--- config.mk ---
export PLATFORM = sky130hd
export DESIGN_NAME = seq_addsub
export DESIGN_NICKNAME = d
export VERILOG_FILES = /design/src/rtl/seq_addsub.sv
export SDC_FILE = /design/constraint.sdc
export NUM_CORES = 1
export LEC_CHECK = 0
export ABC_AREA = 1
export BUFFER_PORTS_ARGS = -buffer_cell sky130_fd_sc_hd__clkbuf_2
export CORE_MARGIN = 2
export CORE_UTILIZATION = 35
export CTS_BUF_LIST = sky130_fd_sc_hd__clkbuf_16
export CTS_CLUSTER_DIAMETER = 120
export DETAILED_ROUTE_END_ITERATION = 8
export GPL_ROUTABILITY_DRIVEN = 0
export PLACE_DENSITY_LB_ADDON = 0.1
export SLEW_MARGIN = 40
export SYNTH_ARGS = -nofsm -noshare
export SYNTH_HDL_FRONTEND = slang
export SYNTH_SLANG_ARGS = --single-unit
--- constraint.sdc ---
create_clock -name clk -period 2.5 [get_ports clk]
set_input_delay 0.625 -clock clk [delete_from_list [all_inputs] [get_ports clk]]
set_output_delay 0.625 -clock clk [all_outputs]
set_load 0.03 [all_outputs]
--- src/rtl/seq_addsub.sv ---
// Digit-serial two's-complement adder/subtractor, DIGIT bits per clock, LSB slice first.
// Latency: out_valid rises N = WIDTH/DIGIT cycles after the accepting edge; one op in flight.
// Backpressure: in_ready only in IDLE; result held in DONE until out_ready. Saturation: ADDSUB_SAT_EN.
module seq_addsub #(
  parameter int WIDTH = 16,
  parameter int DIGIT = 4
) (
  input  logic             clk,
  input  logic             rst_n,
  input  logic             in_valid,
  output logic             in_ready,
  input  logic [WIDTH-1:0] a,
  input  logic [WIDTH-1:0] b,
  input  logic             sub,
  output logic             out_valid,
  input  logic             out_ready,
  output logic [WIDTH-1:0] s,
  output logic             cout,
  output logic             ovf,
  output logic             zero
);

  localparam int N  = WIDTH / DIGIT;
  localparam int IW = (N > 1) ? $clog2(N) : 1;

  typedef enum logic [1:0] {IDLE, RUN, DONE} state_t;

  state_t           state, state_nxt;
  logic [WIDTH-1:0] opa, opb, acc;
  logic             carry;
  logic [IW-1:0]    idx;

  logic [DIGIT-1:0] sa, sb, dsum;
  logic             dcout, msb_cin, slice_ovf, last;
  logic [WIDTH-1:0] acc_nxt, fin_s;

  // One slice of the ripple: operands are shifted right each cycle so slice 0 is always the live one.
  always_comb begin
    sa        = opa[DIGIT-1:0];
    sb        = opb[DIGIT-1:0];
    {dcout, dsum} = {1'b0, sa} + {1'b0, sb} + {{DIGIT{1'b0}}, carry};
    // Carry into the slice MSB recovered from its sum bit, so DIGIT=1 needs no special case.
    msb_cin   = dsum[DIGIT-1] ^ sa[DIGIT-1] ^ sb[DIGIT-1];
    slice_ovf = msb_cin ^ dcout;
    last      = (idx == IW'(N - 1));
    // New digit enters at the top; after N shifts the accumulator holds the full sum.
    acc_nxt   = WIDTH'({dsum, acc} >> DIGIT);
    fin_s     = acc_nxt;
`ifdef ADDSUB_SAT_EN
    // On overflow the true result has the sign of A (B already conditioned); clamp toward it.
    if (slice_ovf) begin
      fin_s = sa[DIGIT-1] ? {1'b1, {(WIDTH-1){1'b0}}} : {1'b0, {(WIDTH-1){1'b1}}};
    end
`endif
  end

  // State register.
  always_ff @(posedge clk or negedge rst_n) begin
    if (!rst_n) state <= IDLE;
    else        state <= state_nxt;
  end

  // Next-state logic: accept in IDLE, N slice cycles in RUN, hold in DONE until consumed.
  always_comb begin
    state_nxt = state;
    case (state)
      IDLE:    if (in_valid)  state_nxt = RUN;
      RUN:     if (last)      state_nxt = DONE;
      DONE:    if (out_ready) state_nxt = IDLE;
      default:                state_nxt = IDLE;
    endcase
  end

  assign in_ready  = (state == IDLE);
  assign out_valid = (state == DONE);
  assign s         = acc;

  // Datapath: capture operands on accept, then one slice per RUN cycle; flags written on the last slice.
  always_ff @(posedge clk or negedge rst_n) begin
    if (!rst_n) begin
      opa   <= '0;
      opb   <= '0;
      acc   <= '0;
      carry <= 1'b0;
      idx   <= '0;
      cout  <= 1'b0;
      ovf   <= 1'b0;
      zero  <= 1'b0;
    end else begin
      case (state)
        IDLE: begin
          if (in_valid) begin
            opa   <= a;
            opb   <= sub ? ~b : b;
            carry <= sub;
            idx   <= '0;
          end
        end
        RUN: begin
          opa   <= opa >> DIGIT;
          opb   <= opb >> DIGIT;
          carry <= dcout;
          idx   <= idx + 1'b1;
          if (last) begin
            acc  <= fin_s;
            cout <= dcout;
            ovf  <= slice_ovf;
            zero <= (fin_s == '0);
          end else begin
            acc  <= acc_nxt;
          end
        end
        default: ;
      endcase
    end
  end

endmodule

==> results.cfg, run 1 <==
[synth]
syn_area_um2 = 2763
synth_nets = 353
ys_seq_area_frac = 0.5072
synth_cell_types = 27
synth_seq_cells = 56
synth_cells = 310
yosys_warnings = 0
synth_area_per_cell_um2 = 8.912

[power]
p_total_mw = 4.137
p_leak_nw = 1.570
ir_worst_vdd_uv = 389.8
p_per_area_nw_per_um2 = 1286

[timing]
max_freq_ghz = 0.5211
finalSetupViolCount = 0
period_share = 0.7677
maxSlewViolCount = 0
layout_min_cycle_time_ns = 1.919
relSlewSlack = 0.6593
hold-worst-slack_ns = 0.2509
fin_tns_setup_ns = 0
hold_viol_final = 0
rsz0062_at_grt = false
fin_worst_skew_ns = 0.004954
tightest_slew_ns = 0.5110
setup_slack_ns = 0.5809

[clocking]
clock-sinks = 56
ctsHoldBuffers = 0
cts.clk_slew.worst_paths_ns = 0.07
post-cts-setup-buffers = 0
cts_tree = yes
clock_latency_ns = 0.29
post_cts_resized = 0
cts_root_buf = clkbuf_16
cts_max_level = 2
cts_made_buffers = 5
clk_path_buf_depth = 2

[floorplan]
die_width_um = 92.85
rows = 32
io_pins = 58
coreArea_um2 = 7687
die_area_um2 = 8620
die_h_um = 92.85
start_util = 0.3594

[cells_and_area]
final_area_um2 = 3216
areaGrowthSynthToFinish_pct = 16.39
fin_nets = 398
fin_cells = 458
num_antenna_cells = 0
drive_above_1_share = 0.2135
final_util = 0.4183

[place]
dp_hpwl_um = 4087
dp_worst_setup_slack_ns = 0.6099
numPortBuffers = 57
placed_cells = 450
place_area_um2 = 3053

[drt]
detail_route.first_pass.iterations = 4
drc_errors = 0
drtIter0Drc = 80
drt_wl_total_um = 5658
drtAntennaViolNets = 0
vias_per_cell = 4.596
num_vias = 2105
wl_per_cell_um = 12.35

[global_route]
antenna_found_initial = 0
busiest_layer = met2
use_met2 = 0.2101
grt_overflow_total = 0
grtUsageTotal = 0.1408
use_met3 = 0.03499
grt_pass1_vias = 1973
gr-usage-met1 = 0.1993
grt_max_degree = 34
grt_pass1_wl_um = 9508

[worst_setup_path]
critPathLaunchType = register
cp_max_fo = 4
reg2reg_from = opa[0]$_DFFE_PN0P_
timing.rr.end = ovf$_DFFE_PN0P_
cp-end-kind = register
arrival_ns = 2.14
ff2ff_path_depth = 9
r2r_slack_ns = 0.58
critPathKind = register to register
critPathRequiredTime_ns = 2.72

[min_path]
hold_path.class = input port to async pin

[status]
outcome = completed

[job]
cap_violations = 0
registers in the layout (all words and copies together) (netlist names):
register / count
carry: 1
cout: 1
idx: 2
opa: 16
opb: 16
ovf: 1
s: 16
state: 2
zero: 1
metal layers:
layer	share of wire	wire (um)
met4	0.014	82
met2	0.45	2535
met1	0.49	2747
met3	0.052	292
met5	0	0
area by class of cell:
type / instances / area (um2)
fill: 839 / 4472
timing repair buffer: 63 / 330.3
clock inverter: 3 / 37.54
sequential: 56 / 1401
inverter: 31 / 116.4
multi-input combinational: 198 / 1077
clock buffer: 5 / 125.1
tap: 102 / 127.6
cell usage in the layout (no fill, tap or decap), types with 4 or more instances in the layout:
cell type,count
clkbuf_16,5
o221ai_1,6
ha_1,4
inv_1,28
nand3_1,12
clkbuf_2,57
o211ai_1,15
o21ai_0,24
xnor2_1,16
dfrtp_1,56
nand2_1,98
buf_4,6
nor2_1,6
worst max path at each step:
stage | cells past startpoint | startpoint | slack [ns] | endpoint
global route | 9 | opa[0]$_DFFE_PN0P_ | 0.41 | ovf$_DFFE_PN0P_
detailed placement | 9 | opa[0]$_DFFE_PN0P_ | 0.61 | ovf$_DFFE_PN0P_
global placement | 9 | opa[0]$_DFFE_PN0P_ | 0.63 | ovf$_DFFE_PN0P_
floorplan | 9 | opa[0]$_DFFE_PN0P_ | 0.73 | ovf$_DFFE_PN0P_
finish | 9 | opa[0]$_DFFE_PN0P_ | 0.58 | ovf$_DFFE_PN0P_
CTS | 9 | opa[0]$_DFFE_PN0P_ | 0.58 | ovf$_DFFE_PN0P_
worst max-delay path: stages (launching register included):
cell and delay, ns:
dfrtp_1 0.40, fa_1 0.47, fa_1 0.42, nand3_1 0.14, nand2_1 0.11, nand2_1 0.08
nand2_1 0.05, nand2_1 0.05, nand3_1 0.07, nand2_1 0.06
kinds of logic after synthesis:
group	after synthesis	synth area share
buf+inv	56	0.1028
xor+xnor	17	0.05389
flops	56	0.5072
fa+ha+maj	6	0.03261
simple gates	122	0.1784
compound gates	53	0.1250
Yosys cell counts:
library cell	instances	area share
inv_2	3	0.0041
clkbuf_1	1	0.0014
nor2_4	1	0.0041
buf_6	1	0.0041
a21oi_1	3	0.0054
buf_2	8	0.014
fa_1	2	0.014
inv_1	28	0.038
nand4_1	3	0.0068
o31ai_1	1	0.0027
nand3_1	12	0.022
xnor2_1	16	0.051
nand2_1	98	0.13
nand2_2	1	0.0023
o21ai_0	24	0.043
ha_1	4	0.018
nor2_1	6	0.0082
o211ai_2	1	0.0045
a22o_1	1	0.0032
o21a_1	1	0.0027
o221ai_1	6	0.019
o211ai_1	15	0.041
buf_4	15	0.041
or2_1	1	0.0023
xor2_1	1	0.0032
dfrtp_1	56	0.51
o21ai_2	1	0.0032
report_power, final:
part / internal (mW) / switching [mW]
Sequential: 1.28 / 0.232
Clock: 0.466 / 0.302
Combinational: 0.611 / 1.24
Note: power is estimated with default switching activity, not from simulation.
==> run 2, diff against run 1 <==
--- a/config.mk
+++ b/config.mk
@@ -5,7 +5,7 @@
 export SDC_FILE = /design/constraint.sdc
 export NUM_CORES = 1
 export LEC_CHECK = 0
-export ABC_AREA = 1
+export ABC_AREA = 0
 export BUFFER_PORTS_ARGS = -buffer_cell sky130_fd_sc_hd__clkbuf_2
 export CORE_MARGIN = 2
 export CORE_UTILIZATION = 35
==> constraint.sdc (replaced) <==
create_clock -name clk -period 1.8 [get_ports clk]
set_input_delay 0.45 -clock clk [delete_from_list [all_inputs] [get_ports clk]]
set_output_delay 0.45 -clock clk [all_outputs]
set_load 0.03 [all_outputs]
==> results.cfg, run 2 <==
[synth]
ys_seq_area_frac = 0.4897
yosys_warnings = 0
async_reset_ff_frac = 1.000
synth_nets = 309
synth_seq_cells = 56
synth_cell_types = 39
synth.largest_area_cell = dfrtp_1
synth_cells = 266
syn_area_um2 = 2861
synth_area_per_cell_um2 = 10.76
synth_edf_count = 0
synthTopCellsByCount = dfrtp_1, a21oi_1, nor2b_1, o21ai_0
synth_top_area_share = 0.4897
ys.flop_type = dfrtp_1
yosysMostFrequentCell = dfrtp_1
yosys-top-cells-area = dfrtp_1, mux2_2, nor2b_1

[worst_setup_path]
cp-end-kind = register
critPathKind = register to register
r2r_slack_ns = -0.07
critPathLaunchType = register
cp_cell_sequence = fa_2, and3_4, or3_4, and2_4, mux2_4
max_stage_delay_ns = 0.42
reg2reg_from = opa[0]$_DFFE_PN0P_
crit_end = s[15]$_DFFE_PN0P_
slowest_stage = fa_2
arrival_ns = 2.06
worst-path-stages = 5
critPathRequiredTime_ns = 1.98
critPathLaunch = opa[0]$_DFFE_PN0P_
timing.rr.end = s[15]$_DFFE_PN0P_
ff2ff_path_depth = 5
cpLargestDelayFamily = simple AND/OR/NAND/NOR gates
path_buf_inv = 0
cp_max_fo = 3

[global_route]
grt_pass1_vias = 2182
grt_pass1_wl_um = 10830
grtUsageTotal = 0.1564
grt_max_degree = 38
grt_overflow_total = 0
antenna_found_initial = 0

[cells_and_area]
layout_common_cells = clkbuf_2, dfrtp_1, a21oi_1, buf_4
nFillCells = 767
final_util = 0.4482
mostFrequentLayoutCell = clkbuf_2
final_area_um2 = 3500
fin_nets = 370
drive_above_1_share = 0.3567
seq_area_um2 = 1401
areaGrowthSynthToFinish_pct = 22.30
num_antenna_cells = 0
multi_input_area_um2 = 1321

[power]
p_total_mw = 6.935
p_leak_nw = 1.592
power_frac_seq = 0.331
cellInternalPower_mw = 4.097
ir_worst_vdd_uv = 571.0
p_per_area_nw_per_um2 = 1982
clkPwrFrac = 0.141
comb_power_share = 0.528
netSwitchingPower_mw = 2.838
swShare = 0.4092

[clocking]
cts_tree = yes
clk_path_buf_depth = 2
clock-sinks = 56
cts_made_buffers = 5
cts_max_level = 2
cts_root_buf = clkbuf_16
cts.clk_slew.worst_paths_ns = 0.07
clock_latency_ns = 0.29

[drt]
drtIter0Drc = 132
drc_errors = 0
vias_per_cell = 4.984
num_vias = 2143
detail_route.first_pass.iterations = 4
drtAntennaViolNets = 0
wl_per_cell_um = 15.10
drt_wl_total_um = 6493

[floorplan]
die_area_um2 = 8915
start_util = 0.3665
die_h_um = 94.42
die_width_um = 94.42
io_pins = 58
coreArea_um2 = 7807
rows = 32

[status]
outcome = finished, violations left
violations = negative setup slack

[timing]
period_share = 1.041
layout_min_cycle_time_ns = 1.875
relSlewSlack = 0.6139
fin_tns_setup_ns = -0.1311
setup_slack_ns = -0.07451
max_freq_ghz = 0.5335
rsz0062_at_grt = true
fin_worst_skew_ns = 0.003168
finalSetupViolCount = 3
hold_viol_final = 0
maxSlewViolCount = 0
tightest_slew_ns = 0.5792

[place]
dp_hpwl_um = 4691
place_area_um2 = 3312
numPortBuffers = 57

[min_path]
hold_path.class = input port to async pin

[job]
cap_violations = 0
==> run 2: how the worst min path moves through the flow <==
stage / end / startpoint
final: opa[8]$_DFFE_PN0P_ / rst_n
after global placement: opa[13]$_DFFE_PN0P_ / rst_n
after CTS: opa[12]$_DFFE_PN0P_ / rst_n
after global routing: opa[12]$_DFFE_PN0P_ / rst_n
after floorplan: carry$_DFFE_PN0P_ / rst_n
after detailed placement: opa[8]$_DFFE_PN0P_ / rst_n
==> run 2: worst reg2reg max path: stages, from the launching register on <==
cell     delay [ns]
dfrtp_1        0.40
fa_2           0.42
and3_4         0.19
or3_4          0.33
and2_4         0.17
mux2_4         0.25
==> run 2: timing repair <==
item / in CTS / in global routing
resized for setup: 3 / 2
hold buffers: 0 / 0
setup buffers: 2 / 0
endpoints found under the setup margin: 3 / 3
pin swaps: 1 / 2
==> run 2: kinds of logic after synthesis <==
group	after synthesis	share of synthesized area
buffers and inverters	30	0.06122
xor gates and xnor gates	18	0.05510
DFF	56	0.4897
adders and majority gates	6	0.03148
AOI/OAI and AO/OA	84	0.1885
and+or+nand+nor	57	0.1137
muxes	15	0.06034
==> run 2: final cells by class <==
type / count / share of cell area
clock buffer: 5 / 0.03575
clock inverter: 3 / 0.005363
timing repair buffer: 82 / 0.1423
tap: 102 / 0.03647
inverter: 2 / 0.002145
sequential: 56 / 0.4004
multi-input combinational: 180 / 0.3775
==> run 2: per-layer routing <==
layer,up-vias,routed length (um),track usage
met5,-,0,0
met4,0,61,0.04227
li1,1056,-,-
met2,40,3006,0.2488
met1,1042,3195,0.2197
met3,5,230,0.02953
==> run 2: power by group through the flow <==
stage | sequential, mW | combinational [mW] | clock [mW]
final | 2.30 | 3.66 | 0.975
after global routing | 2.39 | 4.05 | 1.05
after CTS | 2.30 | 3.65 | 1.00
after detailed placement | 2.32 | 3.56 | 0
after global placement | 2.30 | 3.55 | 0
after floorplan | 2.34 | 2.59 | 0
==> run 2: through the flow <==
| step | instances | worst slack (ns) | hold WS [ns] |
|---|---|---|---|
| detailed placement | 420 | -0.08194 | 0.3757 |
| global placement | 420 | -0.05718 | 0.3794 |
| CTS | 430 | -0.06523 | 0.06023 |
| finish | 430 | -0.07451 | 0.05229 |
| global route | 430 | -0.1111 | 0.07257 |
| floorplan | 266 | -0.02090 | 0.1544 |
==> run 3, diff against run 2 <==
--- a/config.mk
+++ b/config.mk
@@ -8,7 +8,7 @@
 export ABC_AREA = 0
 export BUFFER_PORTS_ARGS = -buffer_cell sky130_fd_sc_hd__clkbuf_2
 export CORE_MARGIN = 2
-export CORE_UTILIZATION = 35
+export CORE_UTILIZATION = 50
 export CTS_BUF_LIST = sky130_fd_sc_hd__clkbuf_16
 export CTS_CLUSTER_DIAMETER = 120
 export DETAILED_ROUTE_END_ITERATION = 8
==> results.cfg, run 3 (synthesis gave the netlist of run 2 again) <==
[status]
outcome = finished, violations left
violations = negative setup slack

[floorplan]
rows = 27
die_width_um = 79.65
start_util = 0.5197
coreArea_um2 = 5507
die_area_um2 = 6344
die_h_um = 79.65
io_pins = 58

[clocking]
clock-sinks = 56
clock_latency_ns = 0.29
ctsHoldBuffers = 0
cts_root_buf = clkbuf_16
cts_tree = yes
clk_path_buf_depth = 2
cts_made_buffers = 5
cts.clk_slew.worst_paths_ns = 0.07
cts_max_level = 2

[cells_and_area]
drive_above_1_share = 0.3519
areaGrowthSynthToFinish_pct = 19.50
num_antenna_cells = 0
nFillCells = 465
final_util = 0.6210
layout_common_cells = clkbuf_2, dfrtp_1, a21oi_1, o21ai_0, nor2b_1
fin_nets = 366
mostFrequentLayoutCell = clkbuf_2

[timing]
fin_tns_setup_ns = -0.1329
period_share = 1.037
maxSlewViolCount = 0
finalSetupViolCount = 3
max_freq_ghz = 0.5359
setup_slack_ns = -0.06612
fin_worst_skew_ns = 0.002295
layout_min_cycle_time_ns = 1.866
hold-worst-slack_ns = 0.1497
hold_viol_final = 0
rsz0062_at_grt = true
tightest_slew_ns = 0.5491
relSlewSlack = 0.6339

[worst_setup_path]
cp-end-kind = register
critPathLaunchType = register
cp_max_fo = 3
critPathKind = register to register
arrival_ns = 2.03
critPathRequiredTime_ns = 1.97

[drt]
drc_errors = 0
num_vias = 2181
drt_wl_total_um = 6137
wl_per_cell_um = 15.50
detail_route.first_pass.iterations = 4
drtIter0Drc = 61
vias_per_cell = 5.508
drtAntennaViolNets = 0

[global_route]
grt_overflow_total = 0
grtUsageTotal = 0.2064
grt_pass1_wl_um = 10220
antenna_found_initial = 0
grt_max_degree = 57
grt_pass1_vias = 2110

[place]
dp_hpwl_um = 4385
numPortBuffers = 57

[min_path]
hold_path.class = input port to async pin

[power]
p_per_area_nw_per_um2 = 1989
ir_worst_vdd_uv = 855.3
p_leak_nw = 1.577

[job]
cap_violations = 0
[run 3: changes by cell type in the layout (fill, tap and decap cells not counted), sizes merged]
cell      delta
buf          -4
clkinv       +2
clkinvlp     -2
[run 3: worst paths after layout]
check / start / endpoint / slack, ns / depth (start not counted)
max in group asynchronous: rst_n / state[1]$_DFFE_PN0P_ / 1.39 / 2
hold / removal: rst_n / opa[3]$_DFFE_PN0P_ / 0.15 / 2
setup reg to reg: opa[0]$_DFFE_PN0P_ / ovf$_DFFE_PN0P_ / -0.07 / 6
setup / recovery: opa[0]$_DFFE_PN0P_ / ovf$_DFFE_PN0P_ / -0.07 / 6
hold reg to reg: idx[0]$_DFFE_PN0P_ / idx[0]$_DFFE_PN0P_ / 0.48 / 1
min in group clk: out_ready / state[1]$_DFFE_PN0P_ / 0.33 / 2
[run 3: stage by stage]
| stage | cell area, um2 | total power, mW | cells | setup WS (ns) |
|---|---|---|---|---|
| floorplan | 2867 | 4.930 | 266 | -0.02090 |
| global placement | 3259 | 5.741 | 388 | -0.04823 |
| detailed placement | 3259 | 5.831 | 388 | -0.07213 |
| CTS | 3415 | 6.847 | 396 | -0.05359 |
| global route | 3420 | 7.288 | 396 | -0.1674 |
| finish | 3420 | 6.803 | 396 | -0.06612 |
[run 3: per-layer routing]
layer  vias to the layer above  track usage  share of wire
li1                       1050            -              -
met1                      1081       0.2770           0.47
met2                        44       0.3445           0.48
met3                         6      0.03846          0.039
met4                         0      0.05345          0.010
met5                         -            0              0
[run 3: what timing repair did]
item                                    4_1_cts  5_1_grt
endpoints found under the setup margin        4        3
gates resized for setup                       4        1
buffers inserted                              0        0
pin swaps                                     2        0
[run 3: report_power, final]
group	internal [mW]	switching [mW]	total, mW
Sequential	1.86	0.460	2.32
Combinational	1.65	1.90	3.54
Clock	0.507	0.428	0.935
Total	4.02	2.78	6.80
[run 3: area by class of cell]
type	instances	area [um2]	share of cell area
sequential	56	1403	0.4102
inverter	2	7.507	0.002195
clock inverter	3	13.76	0.004025
clock buffer	5	125.1	0.03659
multi-input combinational	180	1313	0.3838
tap	72	90.09	0.02634
timing repair buffer	78	467.9	0.1368
[run 3: critical path: stages, from the launching register on]
cell	delay, ns
dfrtp_1	0.40
fa_2	0.42
fa_2	0.38
nand3_2	0.11
a21oi_2	0.06
a211oi_1	0.28
o31ai_2	0.10
